## src/rtl/control_multi.sv

```systemverilog
// control_multi -- Moore control FSM for the multicycle RV32I datapath.
//
// Walks one state per cycle through fetch, decode, execute, memory and
// write-back. Every mux select and strobe the datapath needs comes from this
// block. Outputs decode the state register combinationally. iInstr is used
// only in the states that need instruction fields. The datapath samples these
// outputs on iCLK, so short glitches are harmless.
//
// Ports:
//   iCLK, iRST        clock; synchronous active-high reset
//   iInstr[31:0]      latched IR contents
//   oEscreveIR        IR load strobe
//   oEscrevePC        unconditional PC write
//   oEscrevePCCond    PC write when the branch comparison is true
//   oEscrevePCBack    PCBack <= PC
//   oOrigAULA[1:0]    ALU A: 00=A, 01=PC, 10=PCBack, 11=zero
//   oOrigBULA[1:0]    ALU B: 00=B, 01=4, 10=immediate
//   oMem2Reg[1:0]     reg write data: 00=ALUOut, 01=PC, 10=MDR, 11=FP result
//   oOrigPC[1:0]      PC source: 00=ALU, 01=ALUOut, 10=ALU with bit0 cleared
//   oIouD             memory address: 0=PC, 1=ALUOut
//   oRegWrite, oMemWrite, oMemRead   strobes
//   oALUControl[4:0]  ALU operation code
//   oIllegal          one-cycle pulse in DECODE on an unknown opcode
//   oState[3:0]       current state, for monitoring
//
// Optional feature macro CONTROL_MULTI_FP_EN adds single-precision FP support.
// It adds the outputs oFRegWrite, oFPALUControl[4:0], oOrigAFPALU,
// oFPALUStart, oFWriteData and oWrite2Mem, and the input iFPALUReady.
// Without the macro, the FP opcodes are reported as illegal.

module control_multi (
    input  logic        iCLK,
    input  logic        iRST,
    input  logic [31:0] iInstr,
    output logic        oEscreveIR,
    output logic        oEscrevePC,
    output logic        oEscrevePCCond,
    output logic        oEscrevePCBack,
    output logic [1:0]  oOrigAULA,
    output logic [1:0]  oOrigBULA,
    output logic [1:0]  oMem2Reg,
    output logic [1:0]  oOrigPC,
    output logic        oIouD,
    output logic        oRegWrite,
    output logic        oMemWrite,
    output logic        oMemRead,
    output logic [4:0]  oALUControl,
    output logic        oIllegal,
`ifdef CONTROL_MULTI_FP_EN
    output logic        oFRegWrite,
    output logic [4:0]  oFPALUControl,
    output logic        oOrigAFPALU,
    output logic        oFPALUStart,
    output logic        oFWriteData,
    output logic        oWrite2Mem,
    input  logic        iFPALUReady,
`endif
    output logic [3:0]  oState
);

    // ALU operation codes. The values must match the shared datapath ALU.
    localparam logic [4:0] OPADD    = 5'd0;
    localparam logic [4:0] OPSUB    = 5'd1;
    localparam logic [4:0] OPSLL    = 5'd2;
    localparam logic [4:0] OPSLT    = 5'd3;
    localparam logic [4:0] OPSLTU   = 5'd4;
    localparam logic [4:0] OPXOR    = 5'd5;
    localparam logic [4:0] OPSRL    = 5'd6;
    localparam logic [4:0] OPSRA    = 5'd7;
    localparam logic [4:0] OPOR     = 5'd8;
    localparam logic [4:0] OPAND    = 5'd9;
    localparam logic [4:0] OPMUL    = 5'd10;
    localparam logic [4:0] OPMULH   = 5'd11;
    localparam logic [4:0] OPMULHSU = 5'd12;
    localparam logic [4:0] OPMULHU  = 5'd13;
    localparam logic [4:0] OPDIV    = 5'd14;
    localparam logic [4:0] OPDIVU   = 5'd15;
    localparam logic [4:0] OPREM    = 5'd16;
    localparam logic [4:0] OPREMU   = 5'd17;

    localparam logic [6:0] OPC_R      = 7'b0110011;
    localparam logic [6:0] OPC_I      = 7'b0010011;
    localparam logic [6:0] OPC_LOAD   = 7'b0000011;
    localparam logic [6:0] OPC_STORE  = 7'b0100011;
    localparam logic [6:0] OPC_BRANCH = 7'b1100011;
    localparam logic [6:0] OPC_JAL    = 7'b1101111;
    localparam logic [6:0] OPC_JALR   = 7'b1100111;
    localparam logic [6:0] OPC_LUI    = 7'b0110111;
    localparam logic [6:0] OPC_AUIPC  = 7'b0010111;
`ifdef CONTROL_MULTI_FP_EN
    localparam logic [6:0] OPC_FP     = 7'b1010011;
    localparam logic [6:0] OPC_FLW    = 7'b0000111;
    localparam logic [6:0] OPC_FSW    = 7'b0100111;
`endif

    typedef enum logic [3:0] {
        S_FETCH   = 4'd0,
        S_DECODE  = 4'd1,
        S_EXEC_R  = 4'd2,
        S_EXEC_I  = 4'd3,
        S_ADDR    = 4'd4,
        S_MEM_LD  = 4'd5,
        S_LD_WB   = 4'd6,
        S_MEM_ST  = 4'd7,
        S_ALU_WB  = 4'd8,
        S_BRANCH  = 4'd9,
        S_JAL     = 4'd10,
        S_JALR    = 4'd11,
        S_LUI     = 4'd12,
        S_AUIPC   = 4'd13,
        S_FP_EXEC = 4'd14,
        S_FP_WAIT = 4'd15
    } state_t;

    state_t     r_state;
    logic [6:0] w_opcode;
    logic [2:0] w_funct3;
    logic [6:0] w_funct7;
    logic       w_is_load;
    logic [4:0] w_alu_r;
    logic [4:0] w_alu_i;

    assign w_opcode = iInstr[6:0];
    assign w_funct3 = iInstr[14:12];
    assign w_funct7 = iInstr[31:25];
    assign oState   = r_state;

`ifdef CONTROL_MULTI_FP_EN
    assign w_is_load = (w_opcode == OPC_LOAD) || (w_opcode == OPC_FLW);

    // FP ops whose result goes to the integer register file:
    // compare, fcvt.w[u].s, and fmv.x.w/fclass.
    logic w_fp_int_dst;
    assign w_fp_int_dst = (w_funct7[6:2] == 5'b10100) ||
                          (w_funct7[6:2] == 5'b11000) ||
                          (w_funct7[6:2] == 5'b11100);

    // FP ops whose A operand comes from the integer file: fcvt.s.w[u] and fmv.w.x.
    logic w_fp_int_src;
    assign w_fp_int_src = (w_funct7[6:2] == 5'b11010) ||
                          (w_funct7[6:2] == 5'b11110);
`else
    assign w_is_load = (w_opcode == OPC_LOAD);
`endif

    // R-type op select. funct7 = 0000001 picks the M extension.
    always_comb begin
        w_alu_r = OPADD;
        if (w_funct7 == 7'b0000001) begin
            case (w_funct3)
                3'd0:    w_alu_r = OPMUL;
                3'd1:    w_alu_r = OPMULH;
                3'd2:    w_alu_r = OPMULHSU;
                3'd3:    w_alu_r = OPMULHU;
                3'd4:    w_alu_r = OPDIV;
                3'd5:    w_alu_r = OPDIVU;
                3'd6:    w_alu_r = OPREM;
                default: w_alu_r = OPREMU;
            endcase
        end else begin
            case (w_funct3)
                3'd0:    w_alu_r = w_funct7[5] ? OPSUB : OPADD;
                3'd1:    w_alu_r = OPSLL;
                3'd2:    w_alu_r = OPSLT;
                3'd3:    w_alu_r = OPSLTU;
                3'd4:    w_alu_r = OPXOR;
                3'd5:    w_alu_r = w_funct7[5] ? OPSRA : OPSRL;
                3'd6:    w_alu_r = OPOR;
                default: w_alu_r = OPAND;
            endcase
        end
    end

    // I-type op select. imm[10] is bit 30 and distinguishes SRAI only.
    // ADDI never becomes a subtract.
    always_comb begin
        case (w_funct3)
            3'd0:    w_alu_i = OPADD;
            3'd1:    w_alu_i = OPSLL;
            3'd2:    w_alu_i = OPSLT;
            3'd3:    w_alu_i = OPSLTU;
            3'd4:    w_alu_i = OPXOR;
            3'd5:    w_alu_i = w_funct7[5] ? OPSRA : OPSRL;
            3'd6:    w_alu_i = OPOR;
            default: w_alu_i = OPAND;
        endcase
    end

    // State register and transitions
    always_ff @(posedge iCLK) begin
        if (iRST) begin
            r_state <= S_FETCH;
        end else begin
            case (r_state)
                S_FETCH:  r_state <= S_DECODE;
                S_DECODE: begin
                    case (w_opcode)
                        OPC_R:      r_state <= S_EXEC_R;
                        OPC_I:      r_state <= S_EXEC_I;
                        OPC_LOAD,
                        OPC_STORE:  r_state <= S_ADDR;
                        OPC_BRANCH: r_state <= S_BRANCH;
                        OPC_JAL:    r_state <= S_JAL;
                        OPC_JALR:   r_state <= S_JALR;
                        OPC_LUI:    r_state <= S_LUI;
                        OPC_AUIPC:  r_state <= S_AUIPC;
`ifdef CONTROL_MULTI_FP_EN
                        OPC_FP:     r_state <= S_FP_EXEC;
                        OPC_FLW,
                        OPC_FSW:    r_state <= S_ADDR;
`endif
                        default:    r_state <= S_FETCH;
                    endcase
                end
                S_ADDR:   r_state <= w_is_load ? S_MEM_LD : S_MEM_ST;
                S_MEM_LD: r_state <= S_LD_WB;
                S_EXEC_R,
                S_EXEC_I,
                S_LUI,
                S_AUIPC:  r_state <= S_ALU_WB;
`ifdef CONTROL_MULTI_FP_EN
                S_FP_EXEC: r_state <= S_FP_WAIT;
                S_FP_WAIT: r_state <= iFPALUReady ? S_ALU_WB : S_FP_WAIT;
`endif
                default:  r_state <= S_FETCH;
            endcase
        end
    end

    // Output decode
    always_comb begin
        oEscreveIR     = 1'b0;
        oEscrevePC     = 1'b0;
        oEscrevePCCond = 1'b0;
        oEscrevePCBack = 1'b0;
        oOrigAULA      = 2'b00;
        oOrigBULA      = 2'b00;
        oMem2Reg       = 2'b00;
        oOrigPC        = 2'b00;
        oIouD          = 1'b0;
        oRegWrite      = 1'b0;
        oMemWrite      = 1'b0;
        oMemRead       = 1'b0;
        oALUControl    = OPADD;
        oIllegal       = 1'b0;
`ifdef CONTROL_MULTI_FP_EN
        oFRegWrite     = 1'b0;
        oFPALUControl  = 5'd0;
        oOrigAFPALU    = 1'b0;
        oFPALUStart    = 1'b0;
        oFWriteData    = 1'b0;
        oWrite2Mem     = 1'b0;
`endif
        case (r_state)
            S_FETCH: begin
                oMemRead       = 1'b1;
                oEscreveIR     = 1'b1;
                oEscrevePCBack = 1'b1;
                oOrigAULA      = 2'b01;
                oOrigBULA      = 2'b01;
                oEscrevePC     = 1'b1;
            end
            S_DECODE: begin
                // Precompute the branch/jal target from PCBack + imm
                oOrigAULA = 2'b10;
                oOrigBULA = 2'b10;
                case (w_opcode)
                    OPC_R, OPC_I, OPC_LOAD, OPC_STORE, OPC_BRANCH,
                    OPC_JAL, OPC_JALR, OPC_LUI, OPC_AUIPC: oIllegal = 1'b0;
`ifdef CONTROL_MULTI_FP_EN
                    OPC_FP, OPC_FLW, OPC_FSW:              oIllegal = 1'b0;
`endif
                    default:                               oIllegal = 1'b1;
                endcase
            end
            S_EXEC_R: oALUControl = w_alu_r;
            S_EXEC_I: begin
                oOrigBULA   = 2'b10;
                oALUControl = w_alu_i;
            end
            S_ADDR:   oOrigBULA = 2'b10;
            S_MEM_LD: begin
                oIouD    = 1'b1;
                oMemRead = 1'b1;
            end
            S_LD_WB: begin
`ifdef CONTROL_MULTI_FP_EN
                if (w_opcode == OPC_FLW) begin
                    oFRegWrite = 1'b1;
                end else begin
                    oMem2Reg  = 2'b10;
                    oRegWrite = 1'b1;
                end
`else
                oMem2Reg  = 2'b10;
                oRegWrite = 1'b1;
`endif
            end
            S_MEM_ST: begin
                oIouD     = 1'b1;
                oMemWrite = 1'b1;
`ifdef CONTROL_MULTI_FP_EN
                oWrite2Mem = (w_opcode == OPC_FSW);
`endif
            end
            S_ALU_WB: begin
`ifdef CONTROL_MULTI_FP_EN
                if (w_opcode == OPC_FP) begin
                    if (w_fp_int_dst) begin
                        oMem2Reg  = 2'b11;
                        oRegWrite = 1'b1;
                    end else begin
                        oFWriteData = 1'b1;
                        oFRegWrite  = 1'b1;
                    end
                end else begin
                    oRegWrite = 1'b1;
                end
`else
                oRegWrite = 1'b1;
`endif
            end
            S_BRANCH: begin
                oEscrevePCCond = 1'b1;
                oOrigPC        = 2'b01;
            end
            S_JAL: begin
                oMem2Reg   = 2'b01;
                oRegWrite  = 1'b1;
                oOrigPC    = 2'b01;
                oEscrevePC = 1'b1;
            end
            S_JALR: begin
                oOrigBULA  = 2'b10;
                oOrigPC    = 2'b10;
                oEscrevePC = 1'b1;
                oMem2Reg   = 2'b01;
                oRegWrite  = 1'b1;
            end
            S_LUI: begin
                oOrigAULA = 2'b11;
                oOrigBULA = 2'b10;
            end
            S_AUIPC: begin
                oOrigAULA = 2'b10;
                oOrigBULA = 2'b10;
            end
`ifdef CONTROL_MULTI_FP_EN
            S_FP_EXEC: begin
                oFPALUStart   = 1'b1;
                oFPALUControl = w_funct7[6:2];
                oOrigAFPALU   = w_fp_int_src;
            end
            S_FP_WAIT: begin
                oFPALUControl = w_funct7[6:2];
                oOrigAFPALU   = w_fp_int_src;
            end
`endif
            default: ;
        endcase

        // Reset aborts the instruction in flight. Nothing may be written this cycle.
        if (iRST) begin
            oEscreveIR     = 1'b0;
            oEscrevePC     = 1'b0;
            oEscrevePCCond = 1'b0;
            oEscrevePCBack = 1'b0;
            oOrigAULA      = 2'b00;
            oOrigBULA      = 2'b00;
            oMem2Reg       = 2'b00;
            oOrigPC        = 2'b00;
            oIouD          = 1'b0;
            oRegWrite      = 1'b0;
            oMemWrite      = 1'b0;
            oMemRead       = 1'b0;
            oALUControl    = OPADD;
            oIllegal       = 1'b0;
`ifdef CONTROL_MULTI_FP_EN
            oFRegWrite     = 1'b0;
            oFPALUControl  = 5'd0;
            oOrigAFPALU    = 1'b0;
            oFPALUStart    = 1'b0;
            oFWriteData    = 1'b0;
            oWrite2Mem     = 1'b0;
`endif
        end
    end

endmodule

```

## config.mk

```make
export PLATFORM = sky130hd
export DESIGN_NAME = control_multi
export DESIGN_NICKNAME = d
export VERILOG_FILES = /design/src/rtl/control_multi.sv
export SDC_FILE = /design/constraint.sdc
export NUM_CORES = 1
export LEC_CHECK = 0
export ABC_AREA = 1
export CORE_ASPECT_RATIO = 1.5
export CORE_MARGIN = 2
export CORE_UTILIZATION = 32
export CTS_CLUSTER_SIZE = 24
export DETAILED_ROUTE_END_ITERATION = 16
export GPL_ROUTABILITY_DRIVEN = 0
export PLACE_DENSITY = 0.84
export REMOVE_ABC_BUFFERS = 1
export SLEW_MARGIN = 25
export SYNTH_ARGS = -nofsm -noshare
export SYNTH_HDL_FRONTEND = slang
export SYNTH_SLANG_ARGS = --single-unit
```

## constraint.sdc

```tcl
create_clock -name iCLK -period 1.3 [get_ports iCLK]
set_input_delay 0.195 -clock iCLK [delete_from_list [all_inputs] [get_ports iCLK]]
set_output_delay 0.195 -clock iCLK [all_outputs]
set_load 0.01 [all_outputs]
```

==> flow_metrics.tcl <==
set metrics [dict create \
    status "finished with violations" \
    violations "negative setup slack" \
    grtUsageMet2_pct 60.4 \
    synth_top_family_by_area "simple AND/OR/NAND/NOR gates" \
    crit_path_start_kind "flop" \
    synthMuxAreaShare_pct 0 \
    core_um2 2050 \
    floorplan.initialDensity_pct 34.5 \
    synthSimpleGateAreaFrac_pct 55.6 \
    fin_ws_ns -0.388 \
    area_delta_synth_final_pct 134 \
    finalSetupTns_ns -5.55 \
    grt_pass1_vias 1351 \
    rr_worst_depth 9 \
    hold_depth 5 \
    cts_root_buffer "clkbuf_4" \
    final_hold_viol_count 0 \
    hold_class "primary input to flop" \
    synth_seq_cells 4 \
    grt_use_total_pct 28.0 \
    dp_hpwl_um 2380 \
    wl_per_cell_um 16.0 \
    fmax_ghz 0.592 \
    clk_pin_slew_worst_paths_ns 0.05 \
    end_kind "primary output" \
    syn_inst 143 \
    crit_type "flop to primary output" \
    grt_overflow 0 \
    grt_pass1_wl_um 5620 \
    via_per_inst 5.47 \
    leakagePower_nw 0.854 \
    synth_xor_xnor_area_share_pct 0 \
    htree_levels 1 \
    setup_viol 23 \
    total_power_mw 0.717 \
    cts_buffers 3 \
    die_y_um 61.6 \
    drt_wl_total_um 4070 \
    netlist_area_um2 707 \
    grt_max_degree 12 \
    period_needed_ns 1.69 \
    io_pins 60 \
    use_met1_pct 24.7 \
    cap_violations 0 \
    synth_compound_area_share_pct 16.5 \
    crit_arrival_ns 1.49 \
    die-area_um2 2610 \
    clock_sinks 4 \
    io_buffers 44 \
    cp.required_ns 1.11 \
    maxSlewHeadroom_pct 76.7 \
    ctsHoldBuffers 0 \
    drive_gt1_share_pct 58.4 \
    largest_reg_flops 4 \
    yosys_warnings 0 \
    p_per_area_nw_per_um2 434 \
    use_met3_pct 2.35 \
    clock_skew_ns 0.00728 \
    drt_pass1_iterations 4 \
    insertion_delay_ns 0.25 \
    die_x_um 42.4 \
    ys_types 21 \
    rsz0062_at_grt "true" \
    cts_tree "yes" \
    fin_nets 269 \
    drv_slew 0 \
    num_rows 20 \
    path_max_fanout 3 \
    clockBufferDepth 2 \
    syn_avg_cell_area_um2 4.94 \
    preCtsSetupSlack_ns -0.816 \
    ir_drop_uv 450 \
    n_antenna_cell 0 \
    fin_crit_sh_pct 130 \
    drc 0 \
    fillers 154 \
    num_vias 1396 \
    grt_antenna_before_repair 0 \
    ant_nets 0 \
    dr.first_iter.drc_count 38 \
    synth_fa_ha_area_share_pct 0 \
    worst_pin_slew_ns 0.346 \
    synth_seq_area_share_pct 11.3 \
    busiest_layer "met2" \
]
## final timing paths
| check | start | slack (ns) | endpoint |
|---|---|---|---|
| min reg2reg | oState[3] | 0.67 | oState[3] |
| max reg2reg | oState[2] | -0.03 | oState[1] |
| max | oState[3] | -0.39 | oALUControl[3] |
| min | iInstr[6] | 0.41 | oState[1] |
## metal layers
metal | vias up | wire length (µm)
li1 | 638 | -
met1 | 635 | 1270
met2 | 92 | 2240
met3 | 31 | 256
met4 | 0 | 301
met5 | - | 0
## worst max-delay path, cell delays in order, from the launching register on
cell and delay [ns]:
dfxtp_2 0.33, nor2_4 0.16, inv_1 0.12, nor2_1 0.17
nand2_1 0.10, a21oi_1 0.20, buf_2 0.16
## per-stage QoR
| step | utilization, % | area, µm² | cells | hold WS (ns) |
|---|---|---|---|---|
| 2_1_floorplan | - | 683 | 139 | 0.264 |
| 3_3_place_gp | 68.2 | 1400 | 238 | 0.634 |
| 3_5_place_dp | 68.2 | 1400 | 238 | 0.645 |
| 4_1_cts | 76.8 | 1580 | 252 | 0.590 |
| 5_1_grt | 80.5 | 1650 | 255 | 0.449 |
| 6_report | 80.5 | 1650 | 255 | 0.410 |
## cells by family after synthesis
group           Yosys count
compound gates           22
buf+inv                  29
simple gates             88
flops                     4
## layout by cell type (no fill, tap or decap), types with 5 or more instances in the layout
master | synthesis | final
clkdlybuf4s50_1 | 0 | 5
buf_6 | 0 | 13
nor2_4 | 2 | 12
buf_2 | 1 | 17
nand3_1 | 10 | 6
buf_4 | 2 | 38
nor2_2 | 1 | 8
dlygate4sd2_1 | 0 | 11
nor2_1 | 27 | 10
o21ai_0 | 7 | 5
nand2_2 | 0 | 5
clkbuf_2 | 0 | 6
nand2_1 | 36 | 27
inv_1 | 23 | 14
a21oi_1 | 11 | 8
nand3_2 | 1 | 5
inv_2 | 2 | 8
## cell usage after synthesis
master,number,share of area (%)
a211oi_1,1,1.1
a21oi_1,11,7.8
a31oi_1,1,0.89
buf_2,1,0.71
buf_4,2,2.1
clkbuf_1,1,0.53
dfxtp_1,4,11
inv_1,23,12
inv_2,2,1.1
nand2_1,36,19
nand3_1,10,7.1
nand3_2,1,1.4
nand3b_1,2,2.1
nand4_1,2,1.8
nor2_1,27,14
nor2_2,1,0.89
nor2_4,2,3.2
nor3_1,6,4.2
nor3_2,1,1.4
o21ai_0,7,5.0
o22ai_1,2,1.8
## cell type report
class | count | area [µm²] | share of cell area, %
Sequential cell | 4 | 90.1 | 5.45
Tap cell | 22 | 27.5 | 1.67
Multi-Input combinational cell | 110 | 707 | 42.8
Clock buffer | 3 | 22.5 | 1.36
Timing Repair Buffer | 91 | 704 | 42.6
Inverter | 25 | 101 | 6.13
## where the power goes
part,internal (mW),switching [mW],leakage (nW),total [mW]
Sequential,0.127,0.00646,0.0349,0.133
Combinational,0.199,0.211,0.806,0.410
Clock,0.105,0.0690,0.0138,0.174
Total,0.430,0.287,0.854,0.717
## timing repair
| action | 4_1_cts | 5_1_grt |
|---|---|---|
| pin swaps | 22 | 13 |
| gates cloned | 0 | 0 |
| endpoints found under the setup margin | 27 | 26 |
| gates resized for setup | 171 | 33 |
| buffers inserted | 12 | 4 |
(Power assumes the default switching activity.)
